File: config.mk
export PLATFORM = sky130hd
export DESIGN_NAME = inst_fetch_queue
export DESIGN_NICKNAME = d
export VERILOG_FILES = /design/src/rtl/inst_fetch_queue_pkg.sv /design/src/rtl/inst_fetch_queue.sv
export SDC_FILE = /design/constraint.sdc
export NUM_CORES = 1
export LEC_CHECK = 0
export CAP_MARGIN = 20
export CORE_MARGIN = 2
export CORE_UTILIZATION = 34
export DETAILED_ROUTE_END_ITERATION = 7
export HOLD_SLACK_MARGIN = 0.05
export SYNTH_ARGS = -nofsm -noshare
export SYNTH_HDL_FRONTEND = slang
export SYNTH_SLANG_ARGS = --single-unit
File: constraint.sdc
create_clock -name clk -period 13.23 [get_ports clk]
set_input_delay 2.646 -clock clk [delete_from_list [all_inputs] [get_ports clk]]
set_output_delay 2.646 -clock clk [all_outputs]
set_load 0.005 [all_outputs]
File: src/rtl/inst_fetch_queue_pkg.sv
// Shared CPU front-end types and queue sizing constants.
//   InstAddr_t   : 32-bit instruction address
//   Inst_t       : 32-bit instruction word
//   FetchEntry_t : one queued instruction {pc, inst}
//   IFQ_DEPTH, IFQ_HOLD_MARGIN : default queue sizing, shared with the PC unit wiring
package inst_fetch_queue_pkg;

  typedef logic [31:0] InstAddr_t;
  typedef logic [31:0] Inst_t;

  typedef struct packed {
    InstAddr_t pc;
    Inst_t     inst;
  } FetchEntry_t;

  localparam int IFQ_DEPTH       = 8;
  // One fetch pair already in flight plus the pair arriving this cycle.
  localparam int IFQ_HOLD_MARGIN = 4;

endpackage

File: src/rtl/inst_fetch_queue.sv
// Dual-issue instruction queue between the fetch return path and decode.
// Ports:
//   clk, rst            : clock, synchronous active-high reset
//   flush               : drop all entries and the current write (redirect)
//   fetch_valid         : fetch pair present this cycle
//   fetch_pc            : address of fetch_inst1 (fetch_inst2 lives at +4)
//   fetch_inst1/2       : fetched instruction words
//   fetch_inst2_valid   : second word usable
//   issue_cnt           : entries decode consumes this cycle (0..2, 3 clamps)
//   out0_* / out1_*     : head and head+1 entries presented to decode
//   hold_pc             : stall request to the PC unit
//   overflow            : sticky flag, a fetch pair was dropped for lack of space
module inst_fetch_queue
  import inst_fetch_queue_pkg::*;
#(
  parameter int DEPTH       = IFQ_DEPTH,
  parameter int HOLD_MARGIN = IFQ_HOLD_MARGIN
) (
  input  logic        clk,
  input  logic        rst,
  input  logic        flush,
  input  logic        fetch_valid,
  input  logic [31:0] fetch_pc,
  input  logic [31:0] fetch_inst1,
  input  logic [31:0] fetch_inst2,
  input  logic        fetch_inst2_valid,
  input  logic [1:0]  issue_cnt,
  output logic        out0_valid,
  output logic [31:0] out0_pc,
  output logic [31:0] out0_inst,
  output logic        out1_valid,
  output logic [31:0] out1_pc,
  output logic [31:0] out1_inst,
  output logic        hold_pc,
  output logic        overflow
);

  localparam int PTR_W = $clog2(DEPTH);
  localparam int CNT_W = PTR_W + 1;
  // One extra bit so count - rd + wr can exceed DEPTH without wrapping.
  localparam int SUM_W = CNT_W + 1;

  localparam logic [PTR_W-1:0] PTR_ONE     = PTR_W'(1);
  localparam logic [CNT_W-1:0] CNT_ONE     = CNT_W'(1);
  localparam logic [CNT_W-1:0] CNT_TWO     = CNT_W'(2);
  localparam logic [SUM_W-1:0] DEPTH_SUM   = SUM_W'(DEPTH);
  // hold when free entries (DEPTH - count) drop below HOLD_MARGIN.
  localparam logic [CNT_W-1:0] HOLD_THRESH = CNT_W'(DEPTH - HOLD_MARGIN);

  FetchEntry_t        mem_r [DEPTH];
  logic [PTR_W-1:0]   head_r;
  logic [PTR_W-1:0]   tail_r;
  logic [CNT_W-1:0]   count_r;
  logic               overflow_r;

  logic [1:0]         wr_s;
  logic [1:0]         rd_s;
  logic [1:0]         issue_lim_s;
  logic [SUM_W-1:0]   next_cnt_s;
  logic               fits_s;
  logic [PTR_W-1:0]   head1_s;
  logic [PTR_W-1:0]   tail1_s;

  assign head1_s = head_r + PTR_ONE;
  assign tail1_s = tail_r + PTR_ONE;

  // Write/read amounts and the space check for this cycle.
  always_comb begin
    wr_s        = 2'd0;
    rd_s        = 2'd0;
    issue_lim_s = 2'd0;
    if (fetch_valid && !flush) begin
      wr_s = 2'd1 + {1'b0, fetch_inst2_valid};
    end else begin
      wr_s = 2'd0;
    end
    // Only two output slots exist, so a request of 3 consumes at most 2.
    if (issue_cnt > 2'd2) begin
      issue_lim_s = 2'd2;
    end else begin
      issue_lim_s = issue_cnt;
    end
    // Never read past what is stored.
    if (count_r < CNT_W'(issue_lim_s)) begin
      rd_s = count_r[1:0];
    end else begin
      rd_s = issue_lim_s;
    end
    next_cnt_s = {1'b0, count_r} - SUM_W'(rd_s) + SUM_W'(wr_s);
    fits_s     = (next_cnt_s <= DEPTH_SUM);
  end

  // Pointer, count and overflow state.
  always_ff @(posedge clk) begin
    if (rst) begin
      head_r     <= {PTR_W{1'b0}};
      tail_r     <= {PTR_W{1'b0}};
      count_r    <= {CNT_W{1'b0}};
      overflow_r <= 1'b0;
    end else if (flush) begin
      head_r     <= {PTR_W{1'b0}};
      tail_r     <= {PTR_W{1'b0}};
      count_r    <= {CNT_W{1'b0}};
      overflow_r <= 1'b0;
    end else begin
      head_r <= head_r + PTR_W'(rd_s);
      if (fits_s) begin
        tail_r  <= tail_r + PTR_W'(wr_s);
        count_r <= next_cnt_s[CNT_W-1:0];
      end else begin
        // Whole pair dropped; the read still happens.
        count_r    <= count_r - CNT_W'(rd_s);
        overflow_r <= 1'b1;
      end
    end
  end

  // Entry storage: up to two writes per cycle at tail and tail+1.
  always_ff @(posedge clk) begin
    if (fits_s && (wr_s != 2'd0)) begin
      mem_r[tail_r] <= '{pc: fetch_pc, inst: fetch_inst1};
      if (wr_s == 2'd2) begin
        mem_r[tail1_s] <= '{pc: fetch_pc + 32'd4, inst: fetch_inst2};
      end
    end
  end

  // Decode-facing outputs straight from storage; data forced to zero when invalid.
  always_comb begin
    out0_valid = (count_r >= CNT_ONE);
    out1_valid = (count_r >= CNT_TWO);
    if (out0_valid) begin
      out0_pc   = mem_r[head_r].pc;
      out0_inst = mem_r[head_r].inst;
    end else begin
      out0_pc   = 32'd0;
      out0_inst = 32'd0;
    end
    if (out1_valid) begin
      out1_pc   = mem_r[head1_s].pc;
      out1_inst = mem_r[head1_s].inst;
    end else begin
      out1_pc   = 32'd0;
      out1_inst = 32'd0;
    end
  end

  // Back-pressure depends only on registered count, not on issue_cnt.
  assign hold_pc  = (count_r > HOLD_THRESH);
  assign overflow = overflow_r;

endmodule

==> flow_summary.yaml, run 1 <==
clock_network:
  cts_tree: "yes"
  numCtsBuffers: 57
  postCtsResizedCells: 0
  insertion_delay_ns: 0.65
  path_clk_slew_ns: 0.06
  hold_buffers: 0
  htreeDepth: 2
  clock_path_buffers: 3
  clock-sinks: 523
  post-cts-setup-buffers: 0
  root_buffer: "clkbuf_16"
die:
  die_area_um2: 95800
  die_h_um: 310
  dieWidth_um: 310
  num_rows: 112
  initial_core_util_pct: 34.2
  core_um2: 92900
  ios: 235
setup_path:
  cp.required_ns: 13.49
  worstPathMaxFanout: 43
  cp-start-kind: "primary input"
  endpoint_kind: "flop"
  cp_data_arrival_time_ns: 8.97
  path_class: "primary input to flop"
placement:
  dp_slack_ns: 3.93
  placement.cell_area_um2: 35300
  io_buffers: 234
  globalplace.congestion: 0.812
  dpl.hpwl_mm: 59.8
logic_synthesis:
  ys_seq_elements: 523
  synthArstFlopShare_pct: 0
  ys.flop_type: "edfxtp_1"
  synth_area_leader_cell: "edfxtp_1"
  synth_edf_count: 512
  synth.area.top_cells: "edfxtp_1 (48%), mux4_2 (18%), mux2_2 (7.3%)"
  ys_types: 62
  synthCells: 2227
  yosysSeqAreaShare_pct: 49.1
  synth_area_um2: 31800
  synth_top_area_share_pct: 48.4
  avgSynthCellArea_um2: 14.3
  syn_nets: 2350
  yosys_warnings: 0
layout:
  layout_commonest_cell: "edfxtp_1"
  final_nets: 2493
  syn2layout_area_growth_pct: 17.0
  fill_cells: 8514
  layout-drive-gt1-share_pct: 28.2
  final_cell_mix: "edfxtp_1 (512), mux4_2 (256), clkdlybuf4s50_1 (234), mux2_2 (205), xor2_1 (174)"
  post-route-util_pct: 40.0
  fin_area_um2: 37200
route:
  wl_mm: 99.6
  drtPass1Iterations: 6
  drtAntennaViolNets: 0
  first_iter_violations: 1884
  via_per_inst: 5.68
  drc: 0
  num_vias: 20900
  wl_per_cell_um: 27.1
timing:
  setup_tns_ns: 0
  fin_skew_ns: 0.0335
  maxSlewViolCount: 0
  rsz0062_at_grt: "false"
  max_freq_mhz: 115
  fin_ws_ns: 4.52
  period_share_pct: 65.8
  final.min_clock_period_ns: 8.71
  finalSetupViolCount: 0
  worst_pin_slew_ns: 1.09
  hold_viol: 0
  maxSlewHeadroom_pct: 27.5
global_routing:
  first_global_vias: 22000
  grt_pass1_wl_mm: 145
  overflow: 0
  grt_usage_pct: 20.6
  antenna_found_initial: 8
  grt_max_degree: 142
power_and_ir_drop:
  power.switching_w: 0.00192
  cellLeakagePower_nw: 11.7
  power.total_w: 0.00571
  p_int_w: 0.00379
  power_frac_seq_pct: 35.5
  p_clk_share_pct: 27.9
  p_comb_share_pct: 36.6
  swShare_pct: 33.6
  powerDensity_nw_per_um2: 154
  vdd_ir_drop_max_v: 0.000104
run:
  maxCapViolCount: 0
outcome:
  status: "complete, no violations"
min_path:
  worstHoldPathType: "flop to flop"
-- cell usage after synthesis (2+ instances only) --
cell type,count
o31ai_1,3
fa_1,5
nor2_2,3
xor2_1,175
o21ai_0,16
nand3_4,2
mux2_1,6
and2_1,5
buf_6,6
nand4_1,19
mux2_2,205
a31oi_1,2
clkbuf_1,70
mux4_2,256
and4_1,2
nor2_4,2
nand2_1,153
nor3_1,159
edfxtp_1,512
nor2_1,108
or2_2,3
or3_1,5
nand2b_1,8
and3_1,2
nand3_1,44
inv_1,17
nor4_1,10
clkbuf_2,2
o2111ai_1,2
nand4b_1,2
buf_2,69
nand2_2,3
a211oi_1,3
nand2_4,2
ha_1,15
dfxtp_1,11
mux2_4,54
nor2b_1,2
xnor2_1,59
mux2i_1,67
buf_4,15
buf_1,31
a21oi_1,73
-- kinds of logic (layout without fill, tap and decap cells) --
kind of cell,count (synthesis),after routing,share of synthesized area [%]
buffers and inverters,211,403,3.09
and+or+nand+nor,542,542,8.16
muxes,588,588,30.3
AOI/OAI and AO/OA,109,109,1.96
DFF,523,523,49.1
adders and majority gates,20,20,0.906
other,0,2,0
xor gates and xnor gates,234,234,6.45
-- sequential cells by signal (all words and copies together) (netlist names) --
name / flops
mem_r: 512
overflow: 1
tail_r: 3
count_r: 4
head_r: 3
-- path summary, 6_finish.rpt --
check	startpoint	end	slack, ns	cells after the start
worst max register to register	count_r[1]	mem_r[6][52]	6.49	14
worst min register to register	overflow	overflow	0.50	2
worst max-delay path	issue_cnt[1]	mem_r[6][52]	4.52	16
worst min-delay path	overflow	overflow	0.50	2
-- per-stage QoR --
| stage | hold slack, ns | cells |
|---|---|---|
| floorplan | 0.465 | 2227 |
| global placement | 0.467 | 3562 |
| detailed placement | 0.476 | 3562 |
| CTS | 0.494 | 3670 |
| global route | 0.511 | 3675 |
| finish | 0.498 | 3675 |
-- power by group through the flow --
stage | Combinational [W] | Sequential [W] | Clock [W]
after floorplan | 0.00134 | 0.00203 | 0
after global placement | 0.00207 | 0.00205 | 0
after detailed placement | 0.00210 | 0.00206 | 0
after CTS | 0.00211 | 0.00203 | 0.00162
after global routing | 0.00225 | 0.00204 | 0.00168
final | 0.00209 | 0.00203 | 0.00159
-- area by class of cell --
class / instances / area [um2] / share of cell area (%)
antenna: 2 / 5.00 / 0.0135
sequential: 523 / 15600 / 42.0
tap: 1254 / 1570 / 4.22
clock buffer: 78 / 1550 / 4.16
multi-input combinational: 1493 / 15400 / 41.3
clock inverter: 30 / 300 / 0.808
inverter: 18 / 67.6 / 0.182
timing repair buffer: 277 / 2710 / 7.29
-- critical path, cell delays in order --
cell,delay [ns]
clkdlybuf4s50_1,0.52
inv_1,0.06
ha_1,0.28
o21a_1,0.10
o21ai_0,0.13
nand2_1,0.13
mux2i_1,0.38
fa_1,0.54
fa_1,0.48
or2_2,0.33
o221ai_2,0.41
o211a_1,0.29
buf_4,0.46
nand3_4,0.82
o21ai_4,0.70
buf_4,0.60
-- routing by layer --
layer  wire [um]  part of all wire, %  vias to the layer above  track usage [%]
met5          89                0.089                        -                0
met4        2790                  2.8                       14             6.10
met3        7740                  7.8                      180             4.19
met2       49600                   50                      883             35.4
met1       39400                   40                    10800             26.3
li1            -                    -                     8938                -
No activity file was read; power rests on OpenSTA's default activity.
==> inputs of run 2 (changes only) <==
clock period = 8.9 ns   (was 13.23 ns; I/O delays follow)
==> run 2 against run 1 <==
Sequential share of layout area about the same. Combinational power rose by 48%. Register-to-register slack worse by 3.4 ns. Clock skew down 0.019 ns. Cell area grew 0.10%. Non-clock buffer count increased by 5. Final cell count about the same. Clock power increased by 47%. Critical endpoint is now mem_r[2][11]. Highest routed layer unchanged.
==> flow_summary.yaml, run 2 (synthesis results as in run 1) <==
die:
  dieWidth_um: 310
  core_um2: 92900
  num_rows: 112
  die_h_um: 310
  die_area_um2: 95800
  initial_core_util_pct: 34.2
  ios: 235
power_and_ir_drop:
  power_frac_seq_pct: 35.8
  powerDensity_nw_per_um2: 228
  p_clk_share_pct: 27.7
  power.switching_w: 0.00283
  p_int_w: 0.00564
  power.total_w: 0.00847
  vdd_ir_drop_max_v: 0.000292
  cellLeakagePower_nw: 11.8
  swShare_pct: 33.5
  p_comb_share_pct: 36.5
clock_network:
  clock_path_buffers: 3
  root_buffer: "clkbuf_16"
  path_clk_slew_ns: 0.06
  post-cts-setup-buffers: 0
  cts_tree: "yes"
  hold_buffers: 0
  postCtsResizedCells: 0
  numCtsBuffers: 57
  clock-sinks: 523
  htreeDepth: 2
  insertion_delay_ns: 0.63
setup_path:
  cp.required_ns: 9.15
  worstPathMaxFanout: 36
  cp_data_arrival_time_ns: 7.12
  path_class: "primary input to flop"
  cp-start-kind: "primary input"
  endpoint_kind: "flop"
layout:
  post-route-util_pct: 40.0
  final_cell_mix: "edfxtp_1 (512), mux4_2 (256), clkdlybuf4s50_1 (234), mux2_2 (205), xor2_1 (174)"
  fill_cells: 8565
  final_nets: 2498
  largest_register_ffs: 512
  regMostFlops: "mem_r"
  reg_top3: "mem_r: 512 flops, count_r: 4 flops"
  layout_commonest_cell: "edfxtp_1"
  syn2layout_area_growth_pct: 17.1
  ff_latch_area_um2: 15600
  layout-drive-gt1-share_pct: 28.1
  multi_input_area_um2: 15400
route:
  drtPass1Iterations: 6
  first_iter_violations: 2184
  drc: 0
  wl_per_cell_um: 26.9
  drtAntennaViolNets: 0
  via_per_inst: 5.65
  num_vias: 20800
  wl_mm: 98.9
outcome:
  status: "complete, no violations"
timing:
  worst_pin_slew_ns: 1.03
  fin_skew_ns: 0.0145
  maxSlewHeadroom_pct: 31.4
  maxSlewViolCount: 0
  hold_viol: 0
  final.min_clock_period_ns: 6.86
  rsz0062_at_grt: "false"
  period_share_pct: 77.1
  max_freq_mhz: 146
  finalSetupViolCount: 0
  setup_tns_ns: 0
global_routing:
  overflow: 0
  grt_max_degree: 172
  first_global_vias: 21800
  antenna_found_initial: 5
  grt_pass1_wl_mm: 145
  grt_usage_pct: 20.4
placement:
  dpl.hpwl_mm: 62.0
  io_buffers: 234
  globalplace.congestion: 0.809
min_path:
  worstHoldPathType: "flop to flop"
run:
  maxCapViolCount: 0
-- run 2: cell types whose count changed in the layout (fill, tap and decap cells not counted), moves of 3 or more --
cell        before  now
clkinvlp_4       3    0
buf_12           2    6
clkbuf_1        17   14
clkbuf_8         4    0
clkinv_2        11    8
clkinv_1         7   13
-- run 2: per-layer routing --
| layer | global-route usage, % | up-vias | routed length, um |
|---|---|---|---|
| met5 | 0 | - | 39 |
| met4 | 6.18 | 6 | 2680 |
| met3 | 4.37 | 145 | 7770 |
| met2 | 34.2 | 827 | 48700 |
| met1 | 26.5 | 10900 | 39800 |
| li1 | - | 8929 | - |
-- run 2: critical path, stage by stage --
cell,delay [ns]
clkdlybuf4s50_1,0.51
inv_1,0.06
ha_1,0.28
o21a_1,0.10
o21ai_0,0.13
nand2_1,0.14
mux2i_1,0.38
fa_1,0.53
fa_1,0.46
or2_2,0.34
o221ai_2,0.40
o211a_1,0.51
buf_4,0.45
nand3_4,0.33
o31ai_4,0.17
buf_4,0.51
-- run 2: final cells by class --
type	count	share of cell area (%)
tap	1254	4.22
clock buffer	72	4.04
clock inverter	29	0.764
inverter	18	0.182
sequential	523	42.0
antenna	1	0.00673
multi-input combinational	1493	41.3
timing repair buffer	282	7.52
-- run 2: final timing paths --
| check | cells past startpoint | startpoint | endpoint | slack (ns) |
|---|---|---|---|---|
| min | 2 | overflow | overflow | 0.50 |
| max | 16 | issue_cnt[1] | mem_r[2][11] | 2.04 |
| max reg2reg | 14 | count_r[1] | mem_r[2][11] | 3.14 |
| min reg2reg | 2 | overflow | overflow | 0.50 |
-- run 2: power by group through the flow --
stage	registers, W	clock network, W	logic, W
after floorplan	0.00302	0	0.00199
after global placement	0.00307	0	0.00307
after detailed placement	0.00309	0	0.00310
after CTS	0.00303	0.00238	0.00312
after global routing	0.00306	0.00247	0.00332
final	0.00303	0.00234	0.00309
-- run 2: per-stage QoR --
stage | std cells | hold slack (ns) | setup WS [ns] | area (um2)
floorplan | 2227 | 0.465 | -1.21 | 31800
global placement | 3569 | 0.482 | 1.48 | 35400
detailed placement | 3569 | 0.463 | 1.43 | 35400
CTS | 3670 | 0.494 | 2.07 | 37200
global route | 3672 | 0.506 | 1.74 | 37200
finish | 3672 | 0.497 | 2.04 | 37200
